File: config.mk
export PLATFORM = sky130hd
export DESIGN_NAME = fpsqrt_sp_arbiter_flat
export DESIGN_NICKNAME = d
export VERILOG_FILES = /design/src/rtl/fpsqrt_sp_arbiter_if.sv /design/src/rtl/fpsqrt_sp_arbiter.sv /design/src/flat_wrapper.sv
export SDC_FILE = /design/constraint.sdc
export NUM_CORES = 1
export LEC_CHECK = 0
export CORE_ASPECT_RATIO = 1.75
export CORE_MARGIN = 8
export CORE_UTILIZATION = 55
export DETAILED_ROUTE_END_ITERATION = 6
export DONT_BUFFER_PORTS = 1
export PLACE_DENSITY_LB_ADDON = 0.3
export SYNTH_ARGS = -nofsm -noshare
export SYNTH_HDL_FRONTEND = slang
export SYNTH_SLANG_ARGS = --single-unit
File: constraint.sdc
create_clock -name clk -period 2.73 [get_ports clk]
set_input_delay 0.546 -clock clk [delete_from_list [all_inputs] [get_ports clk]]
set_output_delay 0.546 -clock clk [all_outputs]
set_load 0.005 [all_outputs]
File: src/rtl/fpsqrt_sp_arbiter_if.sv
// ---------------------------------------------------------------------------
// fpsqrt_sp_arbiter_if
// Bundles every handshake and data signal of fpsqrt_sp_arbiter. It covers the
// requester side, the result side and the link to the shared sqrt unit.
//
// Handshake rule (applies to req_* and res_*): a beat transfers on a rising
// clk edge where valid and ready are both 1. The sender holds valid and data
// steady until that edge. ready may depend combinationally on valid, but
// valid never depends on ready.
//
// Signals
//   req_valid [NUM_REQ]     per-requester operand valid
//   req_x     [NUM_REQ*34]  per-requester operand, slice i = [34*i +: 34]
//   req_ready [NUM_REQ]     one-hot grant
//   res_valid / res_id / res_r / res_ready   tagged result stream
//   sqrt_ce / sqrt_x / sqrt_r                 link to the pipelined sqrt unit
// Modports
//   slave  : the arbiter's view
//   master : the surrounding environment (requesters, sink, sqrt unit)
// ---------------------------------------------------------------------------
interface fpsqrt_sp_arbiter_if #(
    parameter int NUM_REQ = 4
) ();
    localparam int IDW = $clog2(NUM_REQ);

    logic [NUM_REQ-1:0]    req_valid;
    logic [NUM_REQ*34-1:0] req_x;
    logic [NUM_REQ-1:0]    req_ready;
    logic                  res_valid;
    logic [IDW-1:0]        res_id;
    logic [33:0]           res_r;
    logic                  res_ready;
    logic                  sqrt_ce;
    logic [33:0]           sqrt_x;
    logic [33:0]           sqrt_r;

    modport slave (
        input  req_valid, req_x, res_ready, sqrt_r,
        output req_ready, res_valid, res_id, res_r, sqrt_ce, sqrt_x
    );

    modport master (
        output req_valid, req_x, res_ready, sqrt_r,
        input  req_ready, res_valid, res_id, res_r, sqrt_ce, sqrt_x
    );
endinterface

File: src/rtl/fpsqrt_sp_arbiter.sv
// ---------------------------------------------------------------------------
// fpsqrt_sp_arbiter
// Shares one pipelined single-precision FloPoCo square-root unit between
// NUM_REQ requesters. A round-robin grant issues at most one operand per
// cycle. A tag pipe, advanced in lockstep with the unit, carries the
// requester ID. The tag reaches the output together with the unit's result.
// Backpressure on the result freezes both the unit (sqrt_ce=0) and the tag pipe.
//
// Ports
//   clk, rst  clock; asynchronous active-high reset
//   bus       fpsqrt_sp_arbiter_if.slave (req_*, res_*, sqrt_* signals)
// Optional (macro FPSQRT_SP_ARB_PERF_EN)
//   perf_clr                   synchronous clear of all counters (wins over increments)
//   perf_issued[31:0]          operands issued
//   perf_stall[31:0]           cycles frozen by result backpressure
//   perf_idle[31:0]            unfrozen cycles without an issue
// Parameters
//   NUM_REQ  number of requesters (>=2)
//   LATENCY  sqrt unit depth in ce-cycles (>=1)
// ---------------------------------------------------------------------------
module fpsqrt_sp_arbiter #(
    parameter int NUM_REQ = 4,
    parameter int LATENCY = 16,
    localparam int IDW = $clog2(NUM_REQ)
) (
    input logic                clk,
    input logic                rst,
    fpsqrt_sp_arbiter_if.slave bus
`ifdef FPSQRT_SP_ARB_PERF_EN
    ,
    input  logic               perf_clr,
    output logic [31:0]        perf_issued,
    output logic [31:0]        perf_stall,
    output logic [31:0]        perf_idle
`endif
);

    logic [LATENCY:1] tag_v_q, tag_v_d;
    logic [IDW-1:0]   tag_id_q [1:LATENCY];
    logic [IDW-1:0]   tag_id_d [1:LATENCY];
    logic [IDW-1:0]   rr_ptr_q, rr_ptr_d;

    logic             stall;
    logic             sqrt_ce;
    logic             issue;
    logic [IDW-1:0]   grant_id;
    logic [NUM_REQ-1:0] grant;
    logic [33:0]      grant_x;

    // A result waiting at the output with no taker freezes everything. This
    // keeps the unit's result aligned with the tag at stage LATENCY.
    assign stall   = tag_v_q[LATENCY] & ~bus.res_ready;
    assign sqrt_ce = ~stall;

    // Round-robin search starting at rr_ptr. No grant is given while frozen,
    // because the unit cannot accept an operand then.
    always_comb begin
        logic [IDW-1:0] idx;
        idx      = '0;
        grant    = '0;
        grant_id = '0;
        grant_x  = '0;
        issue    = 1'b0;
        if (!stall) begin
            for (int k = 0; k < NUM_REQ; k++) begin
                idx = IDW'((int'(rr_ptr_q) + k) % NUM_REQ);
                if (!issue && bus.req_valid[idx]) begin
                    issue       = 1'b1;
                    grant_id    = idx;
                    grant[idx]  = 1'b1;
                    grant_x     = bus.req_x[34*int'(idx) +: 34];
                end
            end
        end
    end

    // Tag pipe advances only with sqrt_ce. An idle cycle injects a bubble
    // (tag_v=0), so stale unit contents are never reported.
    always_comb begin
        tag_v_d  = tag_v_q;
        tag_id_d = tag_id_q;
        rr_ptr_d = rr_ptr_q;
        if (sqrt_ce) begin
            tag_v_d[1]  = issue;
            tag_id_d[1] = grant_id;
            for (int k = 2; k <= LATENCY; k++) begin
                tag_v_d[k]  = tag_v_q[k-1];
                tag_id_d[k] = tag_id_q[k-1];
            end
        end
        if (issue) begin
            rr_ptr_d = (grant_id == IDW'(NUM_REQ - 1)) ? '0 : grant_id + IDW'(1);
        end
    end

    always_ff @(posedge clk or posedge rst) begin
        if (rst) begin
            tag_v_q <= '0;
            for (int k = 1; k <= LATENCY; k++) begin
                tag_id_q[k] <= '0;
            end
            rr_ptr_q <= '0;
        end else begin
            tag_v_q  <= tag_v_d;
            tag_id_q <= tag_id_d;
            rr_ptr_q <= rr_ptr_d;
        end
    end

    assign bus.req_ready = grant;
    assign bus.res_valid = tag_v_q[LATENCY];
    assign bus.res_id    = tag_id_q[LATENCY];
    assign bus.res_r     = bus.sqrt_r;
    assign bus.sqrt_ce   = sqrt_ce;
    assign bus.sqrt_x    = grant_x;

`ifdef FPSQRT_SP_ARB_PERF_EN
    logic [31:0] perf_issued_q, perf_issued_d;
    logic [31:0] perf_stall_q, perf_stall_d;
    logic [31:0] perf_idle_q, perf_idle_d;

    always_comb begin
        perf_issued_d = perf_issued_q + 32'(issue);
        perf_stall_d  = perf_stall_q + 32'(stall);
        perf_idle_d   = perf_idle_q + 32'(sqrt_ce & ~issue);
        if (perf_clr) begin
            perf_issued_d = '0;
            perf_stall_d  = '0;
            perf_idle_d   = '0;
        end
    end

    always_ff @(posedge clk or posedge rst) begin
        if (rst) begin
            perf_issued_q <= '0;
            perf_stall_q  <= '0;
            perf_idle_q   <= '0;
        end else begin
            perf_issued_q <= perf_issued_d;
            perf_stall_q  <= perf_stall_d;
            perf_idle_q   <= perf_idle_d;
        end
    end

    assign perf_issued = perf_issued_q;
    assign perf_stall  = perf_stall_q;
    assign perf_idle   = perf_idle_q;
`endif

endmodule
File: src/flat_wrapper.sv
// flat-port wrapper written by rule: the top's interface ports become plain ports
module fpsqrt_sp_arbiter_flat 
#(
    parameter int NUM_REQ = 4,
    parameter int LATENCY = 16,
    localparam int IDW = $clog2(NUM_REQ)
)
  (clk, rst, bus_req_valid, bus_req_x, bus_res_ready, bus_sqrt_r, bus_req_ready, bus_res_valid, bus_res_id, bus_res_r, bus_sqrt_ce, bus_sqrt_x);
  fpsqrt_sp_arbiter_if #(.NUM_REQ(NUM_REQ)) bus_i ();
  input logic clk;
  input logic rst;
  input wire logic [$bits(bus_i.req_valid)-1:0] bus_req_valid;
  input wire logic [$bits(bus_i.req_x)-1:0] bus_req_x;
  input wire logic [$bits(bus_i.res_ready)-1:0] bus_res_ready;
  input wire logic [$bits(bus_i.sqrt_r)-1:0] bus_sqrt_r;
  output wire logic [$bits(bus_i.req_ready)-1:0] bus_req_ready;
  output wire logic [$bits(bus_i.res_valid)-1:0] bus_res_valid;
  output wire logic [$bits(bus_i.res_id)-1:0] bus_res_id;
  output wire logic [$bits(bus_i.res_r)-1:0] bus_res_r;
  output wire logic [$bits(bus_i.sqrt_ce)-1:0] bus_sqrt_ce;
  output wire logic [$bits(bus_i.sqrt_x)-1:0] bus_sqrt_x;
  assign bus_i.req_valid = bus_req_valid;
  assign bus_i.req_x = bus_req_x;
  assign bus_i.res_ready = bus_res_ready;
  assign bus_i.sqrt_r = bus_sqrt_r;
  assign bus_req_ready = bus_i.req_ready;
  assign bus_res_valid = bus_i.res_valid;
  assign bus_res_id = bus_i.res_id;
  assign bus_res_r = bus_i.res_r;
  assign bus_sqrt_ce = bus_i.sqrt_ce;
  assign bus_sqrt_x = bus_i.sqrt_x;
  fpsqrt_sp_arbiter #(.NUM_REQ(NUM_REQ), .LATENCY(LATENCY)) u_core (.clk(clk), .rst(rst), .bus(bus_i));
endmodule
# After elaboration in Yosys (flattened, before gate mapping)
# Cells that the tools add are included.
# totals
input_bits,177
elab_cells,98
ff_bits,50
# op_classes
mux,43
n_shift,4
n_lt_le_gt_ge,8
n_eq_ne,1
n_bitwise,6
n_mul,4
addsub,4
reduce_logical,10
# op_table
operator,n
$shiftx 136x32->34,4
$mux 34,5
$mux 4,8
$mul 5x2->7 const A,4
$mux 1,16
$lt 2x3->1 const B,4
$mux 2,6
$or 4x4->4,3
$bmux 1 s2,4
$demux 1 s2,4
$ge 2x1->1 const B,4
$logic_and 1x1->1,7
$add 2x1->2 const B,2
$add 2x2->2 const B,2
$logic_not 1->1,3
$eq 2x2->1 const B,1
$not 1->1,2
$and 1x1->1,1

# Depth between registers and ports, before layout
# Gate-level depths: netlist (run 1).
# logic_depth
depth_word,18
mapped_depth,11
mapped_depth_nobuf,7

# Least setup slack after synthesis (run 1)
# OpenSTA, ideal clock, no wires.
# synth_timing
path_kind,reg2out
from,register u_core.rr_ptr_q[1]
to,output bus_sqrt_x[16]
path_stages_with_launch,12
arrival_ps,2480
n_path_buf,4
slack_ps,-296
path_cell_list,dfrtp_1 buf_2 inv_1 ha_1 buf_2 mux4_2 nor2b_4 buf_6 buf_2 a221o_1 o21ai_0 a21oi_1
# synth_between
elab_chain_cells,16
elab_cells_between_ends,36
# synth_rtl
element,line,source
start: declaration,fpsqrt_sp_arbiter.sv:41,"logic [IDW-1:0] rr_ptr_q, rr_ptr_d;"
start signal: assignment,fpsqrt_sp_arbiter.sv:106,rr_ptr_q <= rr_ptr_d;
"parallel branches: the longest is 14 deep, another holds $mul 5x2->7",--,
$mux 34 *,fpsqrt_sp_arbiter.sv:67,if (!issue && bus.req_valid[idx]) begin
$mux 34 *,fpsqrt_sp_arbiter.sv:64,if (!stall) begin
end: declaration,flat_wrapper.sv:21,output wire logic [$bits(bus_i.sqrt_x)-1:0] bus_sqrt_x;
# Every way passes the cells marked *. The select of a mux whose other input is x is not followed.

# Worst setup path after layout (run 1)
# layout_timing
from,register u_core.rr_ptr_q[0]
to,output bus_sqrt_x[26]
# Same word-level chain as after synthesis.

==> results of run 1 <==
[layout by cell type (no fill, tap or decap), types with 4 or more instances in the layout]
| master | synthesis | routed |
|---|---|---|
| a21oi_1 | 42 | 13 |
| a21oi_2 | 0 | 28 |
| a221o_1 | 37 | 37 |
| buf_12 | 0 | 19 |
| buf_4 | 41 | 38 |
| buf_6 | 2 | 6 |
| clkbuf_16 | 0 | 9 |
| dfrtp_1 | 50 | 48 |
| ha_1 | 5 | 4 |
| mux2i_1 | 8 | 5 |
| mux4_2 | 136 | 136 |
| nand2_1 | 136 | 136 |
| nor2_1 | 7 | 7 |
| o21ai_0 | 74 | 27 |
| o21ai_1 | 4 | 42 |
| o21ai_2 | 0 | 9 |
[synthesized netlist by cell type (all sizes together)]
library cell and number:
nand4 2, and3b 1, mux2 3, a21oi 42, or2 2, inv 5, a211oi 1, clkbuf 34
o211ai 2, o21ai 78, a311o 1, and3 2, o221ai 2, nor4 1, mux2i 8, or4b 1
o32a 1, nor2b 2, nand2 136, mux4 136, ha 5, dfrtp 50, nand3b 1, nand3 2
nor2 7, nor3 2, o21a 1, buf 78, a221o 37, a211o 1, o211a 1, nor3b 1
and4b 1, or3b 1, a21o 2, nand2b 1
[sequential cells by signal, indices dropped and copies added, names as in the netlist]
name,cells
u_core.rr_ptr_q,2
u_core.tag_v_q,16
u_core.bus.res_id,2
u_core.tag_id_q,30
[report_power, final]
group | switching (mW) | internal, mW | total, mW
registers | 0.195 | 1.09 | 1.28
logic | 4.07 | 4.90 | 8.97
clock network | 0.245 | 0.452 | 0.697
[area by class of cell]
type / count / share of cell area
multi-input combinational: 484 / 0.671
sequential: 50 / 0.162
tap: 168 / 0.0271
clock buffer: 6 / 0.0179
timing repair buffer: 70 / 0.115
clock inverter: 1 / 0.00387
inverter: 5 / 0.00371
[final timing paths]
kind / to / slack, ps / depth (start not counted)
max in group asynchronous: u_core.tag_id_q[16]$_DFFE_PP0N_ / 2070 / 2
worst min-delay path: u_core.tag_id_q[9]$_DFFE_PP0N_ / 110 / 1
min in group clk: u_core.tag_id_q[10]$_DFFE_PP0N_ / 470 / 2
worst min register to register: u_core.tag_id_q[10]$_DFFE_PP0N_ / 470 / 2
worst max-delay path: bus_sqrt_x[26] / -460 / 10
worst max register to register: u_core.rr_ptr_q[1]$_DFFE_PP0P_ / 190 / 11
[timing repair]
item / in CTS / in global routing
cloned: 2 / 4
setup buffers: 13 / 11
pin swaps: 11 / 29
setup endpoints to repair: 38 / 38
resized for setup: 32 / 39
hold endpoints to repair: 0 / 0
[logic make-up after synthesis]
kind of cell             after synthesis
buffers and inverters                117
flip-flops                            50
AND/OR/NAND/NOR                      163
multiplexers                         147
AO/OA/AOI/OAI                        169
adder cells (fa/ha/maj)                5
[metrics by stage]
step | std cells | area, µm² | setup TNS (ps) | hold WS, ps
after detailed placement | 750 | 7060 | -2110 | 426
after global placement | 750 | 7060 | -746 | 424
after floorplan | 651 | 6980 | -1490 | 430
after CTS | 772 | 7510 | -12090 | 115
final | 784 | 7760 | -13480 | 109
after global routing | 784 | 7760 | -17360 | 131
[per-layer routing]
metal,vias up,part of all wire
met5,-,0
met4,0,0.057
met3,103,0.11
met2,346,0.52
met1,2954,0.31
li1,2472,-
[worst max-delay path, delay by kind of cell (launching register included)]
family | cells | cell delay (ps)
adders and majority gates | 1 | 200
DFF | 1 | 490
and+or+nand+nor | 1 | 370
AOI/OAI and AO/OA | 4 | 850
buffers and inverters | 4 | 440
==> out/qor.yml, run 1 <==
run_status:
  outcome: "complete, but fails checks"
  violations: "setup timing"
critical_path:
  timing.rr.start: "u_core.rr_ptr_q[0]$_DFFE_PP0P_"
  cp_slowest_cell: "dfrtp_4"
  cp-start-kind: "flip-flop"
  worstPathRequired_ps: 2180
  cpMostUsedCell: "buf_6"
  crit_arrival_ps: 2640
  startpoint: "u_core.rr_ptr_q[0]$_DFFE_PP0P_"
  crit_path_end_kind: "output port"
  crit_fanout: 8
  crit_chain: "inv_4 -> ha_4 -> or3b_1 -> a211o_1 -> a21oi_4 -> buf_6 -> buf_6 -> buf_12 -> o21ai_2 -> a21oi_2"
  cpPeakStageDelay_ps: 490
  critical_path_class: "flip-flop to output port"
hold_path:
  hold_class: "primary input to async pin"
logic_synthesis:
  synthSimpleGateAreaFrac: 0.0986
  synth_top_family_by_area: "multiplexers"
  synth_fa_ha_area_frac: 0.00908
  netlist-cell-type-count: 44
  syn_area_per_cell_um2: 10.6
  muxShareOfSynthArea: 0.462
  synth.top_cell.area_share: 0.444
  ys_seq_elements: 50
  ys_top_cells_by_area: "mux4_2, dfrtp_1, nand2_1, a221o_1, o21ai_0"
  yosysWarnings: 0
  ys_seq_area_frac: 0.182
  syn_area_mm2: 0.00689
  synthCells: 651
  synthXorXnorAreaFrac: 0
  synth_compound_area_frac: 0.156
  synth_nets: 833
  yosysTopAreaCell: "mux4_2"
die:
  die_y_um: 164
  boundaryPins: 253
  rows: 54
  initial_core_util: 0.557
  fp.dieArea_mm2: 0.0165
  core_mm2: 0.0124
  die_width_um: 101
clock_tree:
  cts_tree: "built"
  clock-sinks: 50
  cts.path.max_buffers: 2
  clk_transition_reported_paths_ps: 60
  numCtsBuffers: 5
  clockRootBuffer: "clkbuf_16"
  clk_latency_ps: 280
  ctsHoldBuffers: 0
  cts_max_level: 2
detailed_routing:
  vias: 5875
  drt_pass1_iterations: 5
  vias_per_cell: 7.49
  ant_nets: 0
  drt_iter0_drc: 485
  drt_wl_total_mm: 20.5
  drc: 0
  wl_per_cell_um: 26.2
global_routing:
  antenna_found_initial: 0
  use_met3: 0.0764
  grt_pass1_vias: 6034
  overflow: 0
  grt_first_pass_wirelength_mm: 31.4
  met1_usage: 0.242
  grt_util_all_layers: 0.236
  grt_max_degree: 73
  gr-max-usage-layer: "met2"
  grtUsageMet2: 0.410
timing:
  hold_viol: 0
  setup_violations: 38
  timing.final.crit_share: 1.17
  drv_slew: 0
  period_minus_slack_ps: 3190
  layout_setup_ws_ps: -459
  worst_pin_slew_ps: 652
  maxSlewHeadroom: 0.565
  fmax_mhz: 314
  finClkSkew_ps: 4.53
  grt_setup_unrepaired: "yes"
cells_and_area:
  syn_to_final_growth_pct: 12.7
  nets: 798
  n_antenna_cell: 0
  seq_area_mm2: 0.00126
  postLayoutCoreUtil: 0.628
  nFillCells: 987
  multiInputGateArea_mm2: 0.00521
  drive_gt1_frac: 0.435
pwr:
  ir_drop_mv: 0.765
  cellLeakagePower_nw: 2.94
  powerDensity_mw_per_mm2: 1410
  power.total_mw: 10.9
run:
  maxCapViolCount: 0
place:
  gp_congestion: 0.809
  place_ws_ps: -147
  hpwl_mm: 14.3
  io_buffers: 0
Note: power is estimated with default switching activity, not from simulation.
==> run 2, diff against run 1 <==
--- a/config.mk
+++ b/config.mk
@@ -6,11 +6,13 @@
 export NUM_CORES = 1
 export LEC_CHECK = 0
 export CORE_ASPECT_RATIO = 1.75
-export CORE_MARGIN = 8
+export CORE_MARGIN = 1
 export CORE_UTILIZATION = 55
+export CTS_CLUSTER_SIZE = 28
 export DETAILED_ROUTE_END_ITERATION = 6
 export DONT_BUFFER_PORTS = 1
 export PLACE_DENSITY_LB_ADDON = 0.3
+export SLEW_MARGIN = 0
 export SYNTH_ARGS = -nofsm -noshare
 export SYNTH_HDL_FRONTEND = slang
 export SYNTH_SLANG_ARGS = --single-unit
==> run 2 against run 1 <==
Effect of this change: the flow still finishes with violations (setup timing); sequential power about the same; register-to-register slack improved by 50 ps; sequential share of layout area grew 0.28 points; die area decreased by 21%; cell count down 1.3%; clock-buffer cell count unchanged; sequential cell count unchanged; power is 5.0% lower; cell area fell by 1.7%; via count is 1.1% lower; maximum frequency increased by 2.8%; critical endpoint is now bus_sqrt_x[1]; largest cell class unchanged; highest routed layer unchanged.
==> out/qor.yml, run 2 (synthesis gave the netlist of run 1 again) <==
detailed_routing:
  vias_per_cell: 7.51
  drt_wl_total_mm: 19.2
  vias: 5812
  ant_nets: 0
  drt_iter0_drc: 443
  wl_per_cell_um: 24.8
  drc: 0
  drt_pass1_iterations: 5
timing:
  worst_pin_slew_ps: 813
  fin_tns_setup_ps: -11130
  fmax_mhz: 322
  period_minus_slack_ps: 3100
  hold_viol: 0
  drv_slew: 0
  timing.final.crit_share: 1.14
  layout_setup_ws_ps: -371
  finClkSkew_ps: 7.03
  hold_slack_ps: 200
  grt_setup_unrepaired: "yes"
  setup_violations: 38
  maxSlewHeadroom: 0.455
run_status:
  violations: "setup timing"
  outcome: "complete, but fails checks"
cells_and_area:
  finalNonFillerCells: 774
  largest_reg_flops: 30
  top_register: "u_core.tag_id_q"
  nets: 790
  fin_area_mm2: 0.00763
  n_antenna_cell: 0
  top_regs: "u_core.tag_id_q: 30 flops, u_core.tag_v_q: 16 flops"
  nFillCells: 970
  drive_gt1_frac: 0.425
  syn_to_final_growth_pct: 10.7
  layout_common_cells: "nand2_1, mux4_2, o21ai_1, dfrtp_1, a221o_1"
pwr:
  ir_drop_mv: 0.940
  powerDensity_mw_per_mm2: 1360
  cellLeakagePower_nw: 2.89
hold_path:
  hold_class: "primary input to async pin"
clock_tree:
  clockRootBuffer: "clkbuf_16"
  clk_transition_reported_paths_ps: 70
  clock-sinks: 50
  numCtsBuffers: 5
  ctsHoldBuffers: 0
  clk_latency_ps: 290
  cts_max_level: 2
  cts_tree: "built"
  cts.path.max_buffers: 2
critical_path:
  cpPeakStageDelay_ps: 590
  crit_fanout: 10
  crit_chain: "inv_4 -> ha_4 -> mux4_2 -> nor2b_4 -> buf_12 -> buf_12 -> a221o_1 -> o21ai_1 -> a21oi_2"
  cp-start-kind: "flip-flop"
  critical_path_class: "flip-flop to output port"
  crit_path_end_kind: "output port"
  cp_slowest_cell: "mux4_2"
  reg2reg_depth: 8
  crit_arrival_ps: 2560
  cpMostUsedCell: "buf_12"
  worstPathRequired_ps: 2180
  rrSetupSlack_ps: 240
place:
  gp_congestion: 0.846
  place_ws_ps: -78.5
  io_buffers: 0
  hpwl_mm: 13.3
  numPlacedInstances: 754
  placed_cell_area_mm2: 0.00706
global_routing:
  grt_first_pass_wirelength_mm: 29.6
  overflow: 0
  antenna_found_initial: 0
  grt_util_all_layers: 0.290
  grt_max_degree: 69
  grt_pass1_vias: 5881
die:
  initial_core_util: 0.568
  die_y_um: 150
  rows: 53
  die_width_um: 86.6
  core_mm2: 0.0121
  fp.dieArea_mm2: 0.0130
  boundaryPins: 253
run:
  maxCapViolCount: 0
-- run 2: worst paths after layout --
path / start / endpoint
worst min-delay path: rst / u_core.tag_v_q[5]$_DFFE_PP0N_
min in group clk: u_core.tag_id_q[14]$_DFFE_PP0N_ / u_core.tag_id_q[14]$_DFFE_PP0N_
worst min register to register: u_core.tag_id_q[14]$_DFFE_PP0N_ / u_core.tag_id_q[14]$_DFFE_PP0N_
worst max register to register: u_core.rr_ptr_q[0]$_DFFE_PP0P_ / u_core.tag_id_q[30]$_DFFE_PP0N_
worst max-delay path: u_core.rr_ptr_q[0]$_DFFE_PP0P_ / bus_sqrt_x[1]
max in group asynchronous: rst / u_core.bus.res_id[0]$_DFFE_PP0N_
-- run 2: area by class of cell --
class | count | area [µm²] | area share
multi-input combinational | 484 | 5200 | 0.682
clock buffer | 6 | 129 | 0.0169
sequential | 50 | 1260 | 0.165
inverter | 5 | 28.8 | 0.00377
timing repair buffer | 62 | 795 | 0.104
clock inverter | 2 | 10.0 | 0.00131
tap | 165 | 206 | 0.0271
-- run 2: what timing repair did --
item	4_1_cts	5_1_grt
buffers inserted	5	1
pin swaps	12	11
gates resized for setup	51	24
cloned	4	2
setup endpoints to repair	38	38
-- run 2: per-layer routing --
| layer | track usage | part of all wire | wire, µm |
|---|---|---|---|
| met5 | 0 | 0 | 0 |
| met4 | 0.113 | 0.036 | 699 |
| met3 | 0.0607 | 0.090 | 1730 |
| met2 | 0.522 | 0.54 | 10400 |
| met1 | 0.333 | 0.33 | 6380 |
-- run 2: critical path, delay by kind of cell, from the launching register on --
kind	cells	cell delay, ps
adder cells (fa/ha/maj)	1	280
buffers and inverters	3	310
flip-flops	1	430
multiplexers	1	590
AO/OA/AOI/OAI	3	440
AND/OR/NAND/NOR	1	200
-- run 2: through the flow --
| stage | utilization | power [mW] |
|---|---|---|
| finish | 0.629 | 10.4 |
| global route | 0.629 | 11.1 |
| CTS | 0.617 | 10.1 |
| detailed placement | 0.581 | 8.81 |
| global placement | 0.581 | 8.57 |
| floorplan | - | 7.37 |
-- run 2: power breakdown --
group	switching (mW)	internal, mW	leakage [nW]
combinational	3.95	4.58	2.19
sequential	0.195	1.09	0.624
clock	0.251	0.336	0.0706
